===== config.mk =====
export PLATFORM = sky130hd
export DESIGN_NAME = wait_timer_flat
export DESIGN_NICKNAME = d
export VERILOG_FILES = /design/src/rtl/wait_timer_if.sv /design/src/rtl/wait_timer.sv /design/src/flat_wrapper.sv
export SDC_FILE = /design/constraint.sdc
export NUM_CORES = 1
export LEC_CHECK = 0
export CAP_MARGIN = 20
export CORE_MARGIN = 4
export CORE_UTILIZATION = 30
export DETAILED_ROUTE_END_ITERATION = 8
export PLACE_DENSITY_LB_ADDON = 0.12
export SLEW_MARGIN = 0
export SYNTH_ARGS = -nofsm -noshare
export SYNTH_HDL_FRONTEND = slang
export SYNTH_SLANG_ARGS = --single-unit

===== constraint.sdc =====
create_clock -name clk -period 2.3 [get_ports clk]
set_input_delay 0.46 -clock clk [delete_from_list [all_inputs] [get_ports clk]]
set_output_delay 0.46 -clock clk [all_outputs]
set_load 0.05 [all_outputs]

===== src/rtl/wait_timer_if.sv =====
// Handshake bundle between the control FSM (master) and wait_timer (slave).
interface wait_timer_if #(
  parameter int W = 8
);
  logic [W-1:0] din;
  logic         start;
  logic         abort;
  logic         busy;
  logic         done;
  logic [W-1:0] remaining;

  modport master (
    output din, start, abort,
    input  busy, done, remaining
  );

  modport slave (
    input  din, start, abort,
    output busy, done, remaining
  );
endinterface


===== src/rtl/wait_timer.sv =====
// Busy-wait timer for the WAIT instruction: busy for din*TICK clocks, then a one-cycle done.
// Optional WAIT_TIMER_RETRIGGER_EN lets a new start reload a wait that is still running.
module wait_timer #(
  parameter int W    = 8,
  parameter int TICK = 5
) (
  input  logic         clk,
  input  logic         rst,
  wait_timer_if.slave  bus
);

  localparam int PW = (TICK > 1) ? $clog2(TICK) : 1;
  localparam logic [PW-1:0] PRESC_LAST = PW'(TICK - 1);

  typedef enum logic [1:0] {IDLE, RUN, DONE} state_t;

  state_t         state, state_nxt;
  logic [W-1:0]   remaining_q, remaining_nxt;
  logic [PW-1:0]  presc_q, presc_nxt;
  logic           accept;
  logic           tick_end;

  // Abort always wins, and a zero count is never worth entering RUN for.
  always_comb begin
    accept   = bus.start && !bus.abort && (bus.din != '0);
    tick_end = (presc_q == PRESC_LAST);
  end

  always_ff @(posedge clk) begin
    if (rst) begin
      state       <= IDLE;
      remaining_q <= '0;
      presc_q     <= '0;
    end else begin
      state       <= state_nxt;
      remaining_q <= remaining_nxt;
      presc_q     <= presc_nxt;
    end
  end

  always_comb begin
    state_nxt     = state;
    remaining_nxt = remaining_q;
    presc_nxt     = presc_q;
    case (state)
      IDLE, DONE: begin
        presc_nxt = '0;
        if (accept) begin
          state_nxt     = RUN;
          remaining_nxt = bus.din;
        end else begin
          state_nxt     = IDLE;
          remaining_nxt = '0;
        end
      end
      RUN: begin
        if (bus.abort) begin
          state_nxt     = IDLE;
          remaining_nxt = '0;
          presc_nxt     = '0;
        end
`ifdef WAIT_TIMER_RETRIGGER_EN
        else if (accept) begin
          remaining_nxt = bus.din;
          presc_nxt     = '0;
        end
`endif
        else if (tick_end) begin
          presc_nxt = '0;
          if (remaining_q != '0)
            remaining_nxt = remaining_q - W'(1);
          if (remaining_q <= W'(1))
            state_nxt = DONE;
        end else begin
          presc_nxt = presc_q + PW'(1);
        end
      end
      default: begin
        state_nxt     = IDLE;
        remaining_nxt = '0;
        presc_nxt     = '0;
      end
    endcase
  end

  // Outputs decode only registered state, so there is no input-to-output path.
  always_comb begin
    bus.busy      = (state == RUN);
    bus.done      = (state == DONE);
    bus.remaining = remaining_q;
  end

endmodule


===== src/flat_wrapper.sv =====
// flat-port wrapper written by rule: the top's interface ports become plain ports
module wait_timer_flat 
#(
  parameter int W    = 8,
  parameter int TICK = 5
)
  (clk, rst, bus_din, bus_start, bus_abort, bus_busy, bus_done, bus_remaining);
  wait_timer_if #(.W(W)) bus_i ();
  input  logic clk;
  input  logic rst;
  input wire logic [$bits(bus_i.din)-1:0] bus_din;
  input wire logic [$bits(bus_i.start)-1:0] bus_start;
  input wire logic [$bits(bus_i.abort)-1:0] bus_abort;
  output wire logic [$bits(bus_i.busy)-1:0] bus_busy;
  output wire logic [$bits(bus_i.done)-1:0] bus_done;
  output wire logic [$bits(bus_i.remaining)-1:0] bus_remaining;
  assign bus_i.din = bus_din;
  assign bus_i.start = bus_start;
  assign bus_i.abort = bus_abort;
  assign bus_busy = bus_i.busy;
  assign bus_done = bus_i.done;
  assign bus_remaining = bus_i.remaining;
  wait_timer #(.W(W), .TICK(TICK)) u_core (.clk(clk), .rst(rst), .bus(bus_i));
endmodule

; ---- Word level (Yosys, flattened, before mapping)
; Cells that the tools add are included.
[op_classes]
add_sub_neg = 2
magnitude_cmp = 1
n_eq_ne = 6
mux = 10
n_bitwise = 1
reduce_logical = 10
[ops]
columns = op, n
row1 = $mux 8, 4
row2 = $pmux 8 s2, 1
row3 = $reduce_bool 8->1, 2
row4 = $ne 3x2->1 const B, 3
row5 = $le 8x1->1 const B, 1
row6 = $sub 8x1->8 const B, 1
row7 = $mux 2, 3
row8 = $pmux 2 s2, 1
row9 = $reduce_and 2->1, 2
row10 = $reduce_or 4->1, 1
row11 = $add 3x1->3 const B, 1
row12 = $eq 3x3->1 const B, 1
row13 = $eq 2x1->1 const B, 1
row14 = $eq 2x2->1 const B, 1
row15 = $logic_and 1x1->1, 2
row16 = $logic_not 2->1, 1
row17 = $reduce_or 2->1, 1
row18 = $logic_not 1->1, 1
row19 = $mux 1, 1
row20 = $not 1->1, 1
[word_totals]
ff_bits = 13
output_inout_bits = 10
wordCells = 33

; ---- Logic depth before layout (Yosys ltp)
[logic_depth]
depth_word = 5
depth_mapped = 6
depth_no_buf = 6

; ---- Worst setup path before layout
; OpenSTA, ideal clock, no wires.
[synth_path]
path_kind = register to register
startpoint = register u_core.remaining_q[0], in the netlist u_core.bus.remaining[0]
endpoint = register u_core.remaining_q[6], in the netlist u_core.bus.remaining[6]
t_arrival_ns = 1.867
slack_ns = 0.300
stages_incl_launch_ff = 7
n_path_buf = 0
cell_sequence = dfxtp_1 > inv_1 > ha_1 > or3b_4 > o311a_1 > a211oi_2 > o32ai_2
[synth_via]
elab_chain_cells = 5
[synth_lines]
columns = element, line
row1 = "start, declared", wait_timer.sv:18  ; logic [W-1:0] remaining_q, remaining_nxt;
row2 = "start signal, assigned", wait_timer.sv:36  ; remaining_q <= remaining_nxt;
row3 = $sub 8x1->8, wait_timer.sv:71  ; remaining_nxt = remaining_q - W'(1);
row4 = $mux 8, wait_timer.sv:70  ; if (remaining_q != '0)
row5 = $mux 8, wait_timer.sv:68  ; else if (tick_end) begin
row6 = $mux 8, wait_timer.sv:57  ; if (bus.abort) begin
row7 = $pmux 8 s2, wait_timer.sv:45  ; case (state)
; Several ways; a longest one is shown, not always the timed one. The select of a mux whose other input is x is not followed.
; A chain may end at the register's enable or synchronous reset.

; ---- Final worst setup path
[layout_path]
startpoint = register u_core.remaining_q[4], in the netlist u_core.bus.remaining[4]
endpoint = output port bus_remaining[4]
[layout_lines]
columns = element, line
row1 = "end, declared", flat_wrapper.sv:16  ; output wire logic [$bits(bus_i.remaining)-1:0] bus_remaining;
; No word-level cell between the ends.

==> flow_summary.json <==
{
  "pwr-share-seq": 0.466,
  "synth_nets": 113,
  "yosysWarnings": 0,
  "fin_nets": 139,
  "detail-route-antenna-nets": 0,
  "grt_start_max_net_pins": 15,
  "tns_ns": 0,
  "synth_seq_cells": 13,
  "critPathTopFamily": "buffers and inverters",
  "holdPathStages": 1,
  "clock_path_buffers": 2,
  "synth-main-ff-cell": "dfxtp_1",
  "max-cap-violations": 0,
  "async_flop_share": 0,
  "clk_pin_slew_ns": 0.09,
  "cts_buffers": 3,
  "cts_tree": "built",
  "start_kind": "register",
  "track_usage": 0.134,
  "area_growth_pct": 32.0,
  "drive_gt1_frac": 0.131,
  "rows": 19,
  "cp.arrival_ns": 1.66,
  "dp_hpwl_mm": 1.72,
  "leakagePower_nw": 0.426,
  "coreArea_um2": 2780,
  "n_antenna_cell": 0,
  "pwr-share-clk": 0.267,
  "die_h_um": 62.0,
  "post_cts_buffers": 0,
  "netlist_top_cells_count": "dfxtp_1, a21oi_1, nand3_1, nor2_1",
  "syn_inst": 97,
  "maxUsedRoutingLayer": "met4",
  "clk_latency_ns": 0.27,
  "grt_pass1_vias": 798,
  "synth.area.top_cells": "dfxtp_1, ha_1, nor4_1",
  "wl_met3_um": 88,
  "synth_edf_count": 0,
  "initial_utilization": 0.315,
  "firstDrtPassIters": 4,
  "path_cells": "clkdlybuf4s50_1",
  "met1_length_mm": 1.14,
  "finalCriticalPeriod_ns": 2.12,
  "detail_route.iter0.violations": 21,
  "finClkSkew_ns": 0.00786,
  "clockRootBuffer": "clkbuf_4",
  "setup_viol": 0,
  "p_int_uw": 364,
  "outcome": "finished, final reports clean",
  "pwr-share-comb": 0.267,
  "ctsResizeCount": 0,
  "synth_cell_types": 40,
  "place.port_buffers": 21,
  "vias": 825,
  "yosysMostFrequentCell": "dfxtp_1",
  "synth_top_area_share": 0.297,
  "cts-htree-levels": 1,
  "synth_seq_area_share": 0.297,
  "hold_violations": 0,
  "max-slew-margin-rel": 0.667,
  "crit_path_top_delay_cell": "clkdlybuf4s50_1",
  "antenna_found_initial": 0,
  "timing.hold.ws_ns": 0.463,
  "powerDensity_nw_per_um2": 459,
  "grt_overflow": 0,
  "crit_fanout": 10,
  "switching_power_uw": 167,
  "p_sw_frac": 0.314,
  "cp_data_required_time_ns": 1.84,
  "place_congestion": 0.763,
  "fp.dieW_um": 62.0,
  "fin_area_um2": 1160,
  "post-route-period-util": 0.923,
  "drt-vias-per-instance": 5.39,
  "syn_avg_cell_area_um2": 9.03,
  "worstMarginPinSlew_ns": 0.497,
  "routed_wirelength_mm": 2.24,
  "r2r_cells": 6,
  "fillers": 303,
  "peakVddDrop_mv": 0.260,
  "grt_setup_unrepaired": "false",
  "criticalPathCategory": "register to output port",
  "drc": 0,
  "met2RoutedLength_um": 996,
  "max_freq_mhz": 471,
  "wl_per_cell_um": 14.7,
  "drv_slew": 0,
  "crit_cells": 1,
  "grt_pass1_wl_mm": 3.77,
  "clock-sinks": 13,
  "cp_num_buf_inv": 1,
  "ios": 22,
  "hold_class": "register to register",
  "cpPeakStageDelay_ns": 0.87,
  "cts_hold_buf": 0,
  "crit_path_end_kind": "output port",
  "yosys.area.top_type": "dfxtp_1",
  "netlist_area_um2": 876,
  "dpl-instance-area_um2": 1130,
  "fp.dieArea_um2": 3850
}
## metal layers
layer  GRT usage  up-vias
li1            -      425
met1       0.193      381
met4      0.0424        0
met5           0        -
met2       0.195       17
met3      0.0310        2
## power by group through the flow
stage	combinational [mW]	clock [mW]	sequential (mW)
5_1_grt	0.154	0.168	0.250
6_report	0.142	0.142	0.247
3_3_place_gp	0.143	0	0.252
3_5_place_dp	0.142	0	0.253
4_1_cts	0.143	0.152	0.247
2_1_floorplan	0.0697	0	0.270
## kinds of logic (layout without fill, tap and decap cells)
family | Yosys count | after routing | synth area share
DFF | 13 | 13 | 0.297
AOI/OAI and AO/OA | 30 | 30 | 0.284
xor gates and xnor gates | 2 | 2 | 0.0200
buffers and inverters | 9 | 34 | 0.0500
and+or+nand+nor | 39 | 39 | 0.291
adders and majority gates | 4 | 4 | 0.0571
## worst paths after layout
check	from	end	slack [ns]
max	u_core.bus.remaining[4]	bus_remaining[4]	0.18
min	u_core.presc_q[0]	u_core.presc_q[0]	0.46
max reg2reg	u_core.bus.remaining[0]	u_core.bus.remaining[6]	0.41
min reg2reg	u_core.presc_q[0]	u_core.presc_q[0]	0.46
## cells in the final DEF (no fill, tap or decap), types with 5 or more instances in the layout
cell type,count
nor4_1,5
nand3_1,6
dfxtp_1,13
clkdlybuf4s50_1,21
inv_1,5
nor2_1,6
a21oi_1,6
## stage by stage
stage / cells / setup WS (ns) / total power, mW / util
after global routing: 153 / 0.0961 / 0.572 / 0.416
final: 153 / 0.176 / 0.531 / 0.416
after detailed placement: 149 / 0.0837 / 0.395 / 0.406
after global placement: 149 / 0.128 / 0.395 / 0.406
after CTS: 153 / 0.165 / 0.542 / 0.416
after floorplan: 97 / 0.300 / 0.340 / -
## area by class of cell
type | count | area (µm²) | area share
Multi-Input combinational cell | 75 | 572 | 0.495
Tap cell | 31 | 38.8 | 0.0335
Sequential cell | 13 | 260 | 0.225
Timing Repair Buffer | 25 | 240 | 0.208
Clock buffer | 4 | 26.3 | 0.0227
Inverter | 5 | 18.8 | 0.0162
## registers in the layout (all words and copies together) (netlist names)
signal	cells
u_core.bus.remaining	8
u_core.presc_q	3
u_core.state	2
(Power assumes the default switching activity.)
==> patch: new RTL, same settings <==
Add a define of `WAIT_TIMER_RETRIGGER_EN`.
--- a/src/rtl/wait_timer.sv
+++ b/src/rtl/wait_timer.sv
@@ -1,5 +1,7 @@
 // Busy-wait timer for the WAIT instruction: busy for din*TICK clocks, then a one-cycle done.
 // Optional WAIT_TIMER_RETRIGGER_EN lets a new start reload a wait that is still running.
+`define WAIT_TIMER_RETRIGGER_EN
+
 module wait_timer #(
   parameter int W    = 8,
   parameter int TICK = 5
Check against the original RTL: not equivalent (a bounded check fails within 4 cycles, from zero or initial values and one cycle with rst high).
==> patch against the unedited design <==
Sequential cell count did not move; area after synthesis shrank 0.86%; largest cell class unchanged; total power grew 2.9%; critical path type unchanged; worst setup slack better by 0.011 ns; routed wire length up 6.8%; cell count grew 2.0%; sequential share of layout area is essentially flat; non-clock buffer count grew 1; sequential power down 2%; cell area grew 0.22%.
==> patch: results (changes against the unedited design) <==
CP Launch Point u_core.state[1]$_SDFFE_PP0P_ (was u_core.bus.remaining[4]$_SDFFE_PP0P_); GP Congestion 0.812 (was 0.763); syn_area_per_cell 8.77 um2 (was 9.03 um2); Post-CTS Setup Bufs 0 (unchanged); dominant cells by area after synthesis dfxtp_1 (30%), ha_1 (7.2%), o21a_4 (3.5%), nand2_1 (3.0%), nor2_1 (3.0%) (was dfxtp_1 (30%), ha_1 (5.7%), nor4_1 (3.6%), a21oi_1 (3.4%), nand3_1 (3.4%)); largest net degree at the start of global routing 11 (was 15); met3 WL post-DR 117 um (was 88 um); Final HPWL DP 1850 um (was 1720 um); WL/cell 15.4 um (was 14.7 um); layout cells sized above 1 16.0% (was 13.1%); nets 143 (was 139); DR vias 849 (was 825); Area after DPL 1130 um2 (about the same); number of DRC markers in iteration 0 22 (was 21); worst reg-to-reg setup slack 0.34 ns (was 0.41 ns); Skew-Pair Late Insertion Delay 0.29 ns (was 0.27 ns); vias in the first global route 880 (was 798); final WL 2400 um (was 2240 um); outcome complete, no violations (unchanged); placed insts 152 (was 149); syn_nets 116 (was 113); hold slack 0.458 ns (was 0.463 ns); RR Startpoint u_core.bus.remaining[1]$_SDFFE_PP0P_ (was u_core.bus.remaining[0]$_SDFFE_PP0P_); P_int 0.000367 W (was 0.000364 W); worst slew pin tran 0.495 ns (was 0.497 ns); Leak 0.422 nW (was 0.426 nW); slowest cell delay on critical path 0.80 ns (was 0.87 ns); synth unique cells 38 (was 40); final setup skew 0.0139 ns (was 0.00786 ns); Max IR drop VDD 0.448 mV (was 0.260 mV); Metal-1 WL 1110 um (was 1140 um); met2 WL post-DR 1150 um (was 996 um); worst-path fanout max 5 (was 10); Clock Tree Root clkbuf_4 (unchanged); first-pass GRT wire length 4080 um (was 3770 um); crit path max-delay cell type clkdlybuf4s50_1 (unchanged); Filler Cells Inserted 293 (was 303); commonest cells in the netlist dfxtp_1 (13), nand2_1 (7), nor2_1 (7) (was dfxtp_1 (13), a21oi_1 (6), nand3_1 (6), nor2_1 (6)); Tot GR Track Use 14.5% (was 13.4%); sequential share of the synthesized area 30.0% (was 29.7%); Num CTS Buffers 3 (unchanged)
patch: final cells by class:
type	instances	share of cell area (%)
timing repair buffer	26	21.4
inverter	6	1.94
sequential	13	22.5
multi-input combinational	76	48.6
tap	31	3.35
clock buffer	4	2.27
patch: metal layers:
metal / GRT usage (%) / up-vias
li1: - / 425
met1: 17.9 / 405
met2: 23.9 / 17
met3: 5.17 / 2
met4: 3.94 / 0
met5: 0 / -
patch: logic make-up after synthesis:
| group | Yosys count | share of synthesized area (%) |
|---|---|---|
| buf+inv | 10 | 5.19 |
| flops | 13 | 30.0 |
| compound gates | 30 | 29.4 |
| fa+ha+maj | 5 | 7.20 |
| mux | 2 | 2.31 |
| simple gates | 39 | 25.9 |
patch: power by group through the flow:
stage          clock network [W]  registers (W)  logic (W)
6_report                0.000153       0.000243   0.000150
5_1_grt                 0.000169       0.000245   0.000162
4_1_cts                 0.000159       0.000243   0.000150
3_5_place_dp                   0       0.000248   0.000150
3_3_place_gp                   0       0.000248   0.000150
2_1_floorplan                  0       0.000268  0.0000742
patch: per-stage QoR:
stage	worst slack, ns	total power [W]	util [%]
floorplan	0.290	0.000342	-
detailed placement	0.0272	0.000398	41.1
global route	0.119	0.000576	42.0
finish	0.187	0.000546	42.0
CTS	0.176	0.000552	42.0
global placement	0.0365	0.000398	41.1
patch: path summary, 6_finish.rpt:
check,endpoint
hold / removal,u_core.presc_q[0]$_SDFF_PP0_
setup / recovery,bus_done
setup reg to reg,u_core.bus.remaining[4]$_SDFFE_PP0P_
hold reg to reg,u_core.presc_q[0]$_SDFF_PP0_
patch: worst max-delay path: cells and delay by family (launching register included):
kind	cells	cell delay [ns]
and+or+nand+nor	1	0.15
buffers and inverters	1	0.80
DFF	1	0.42
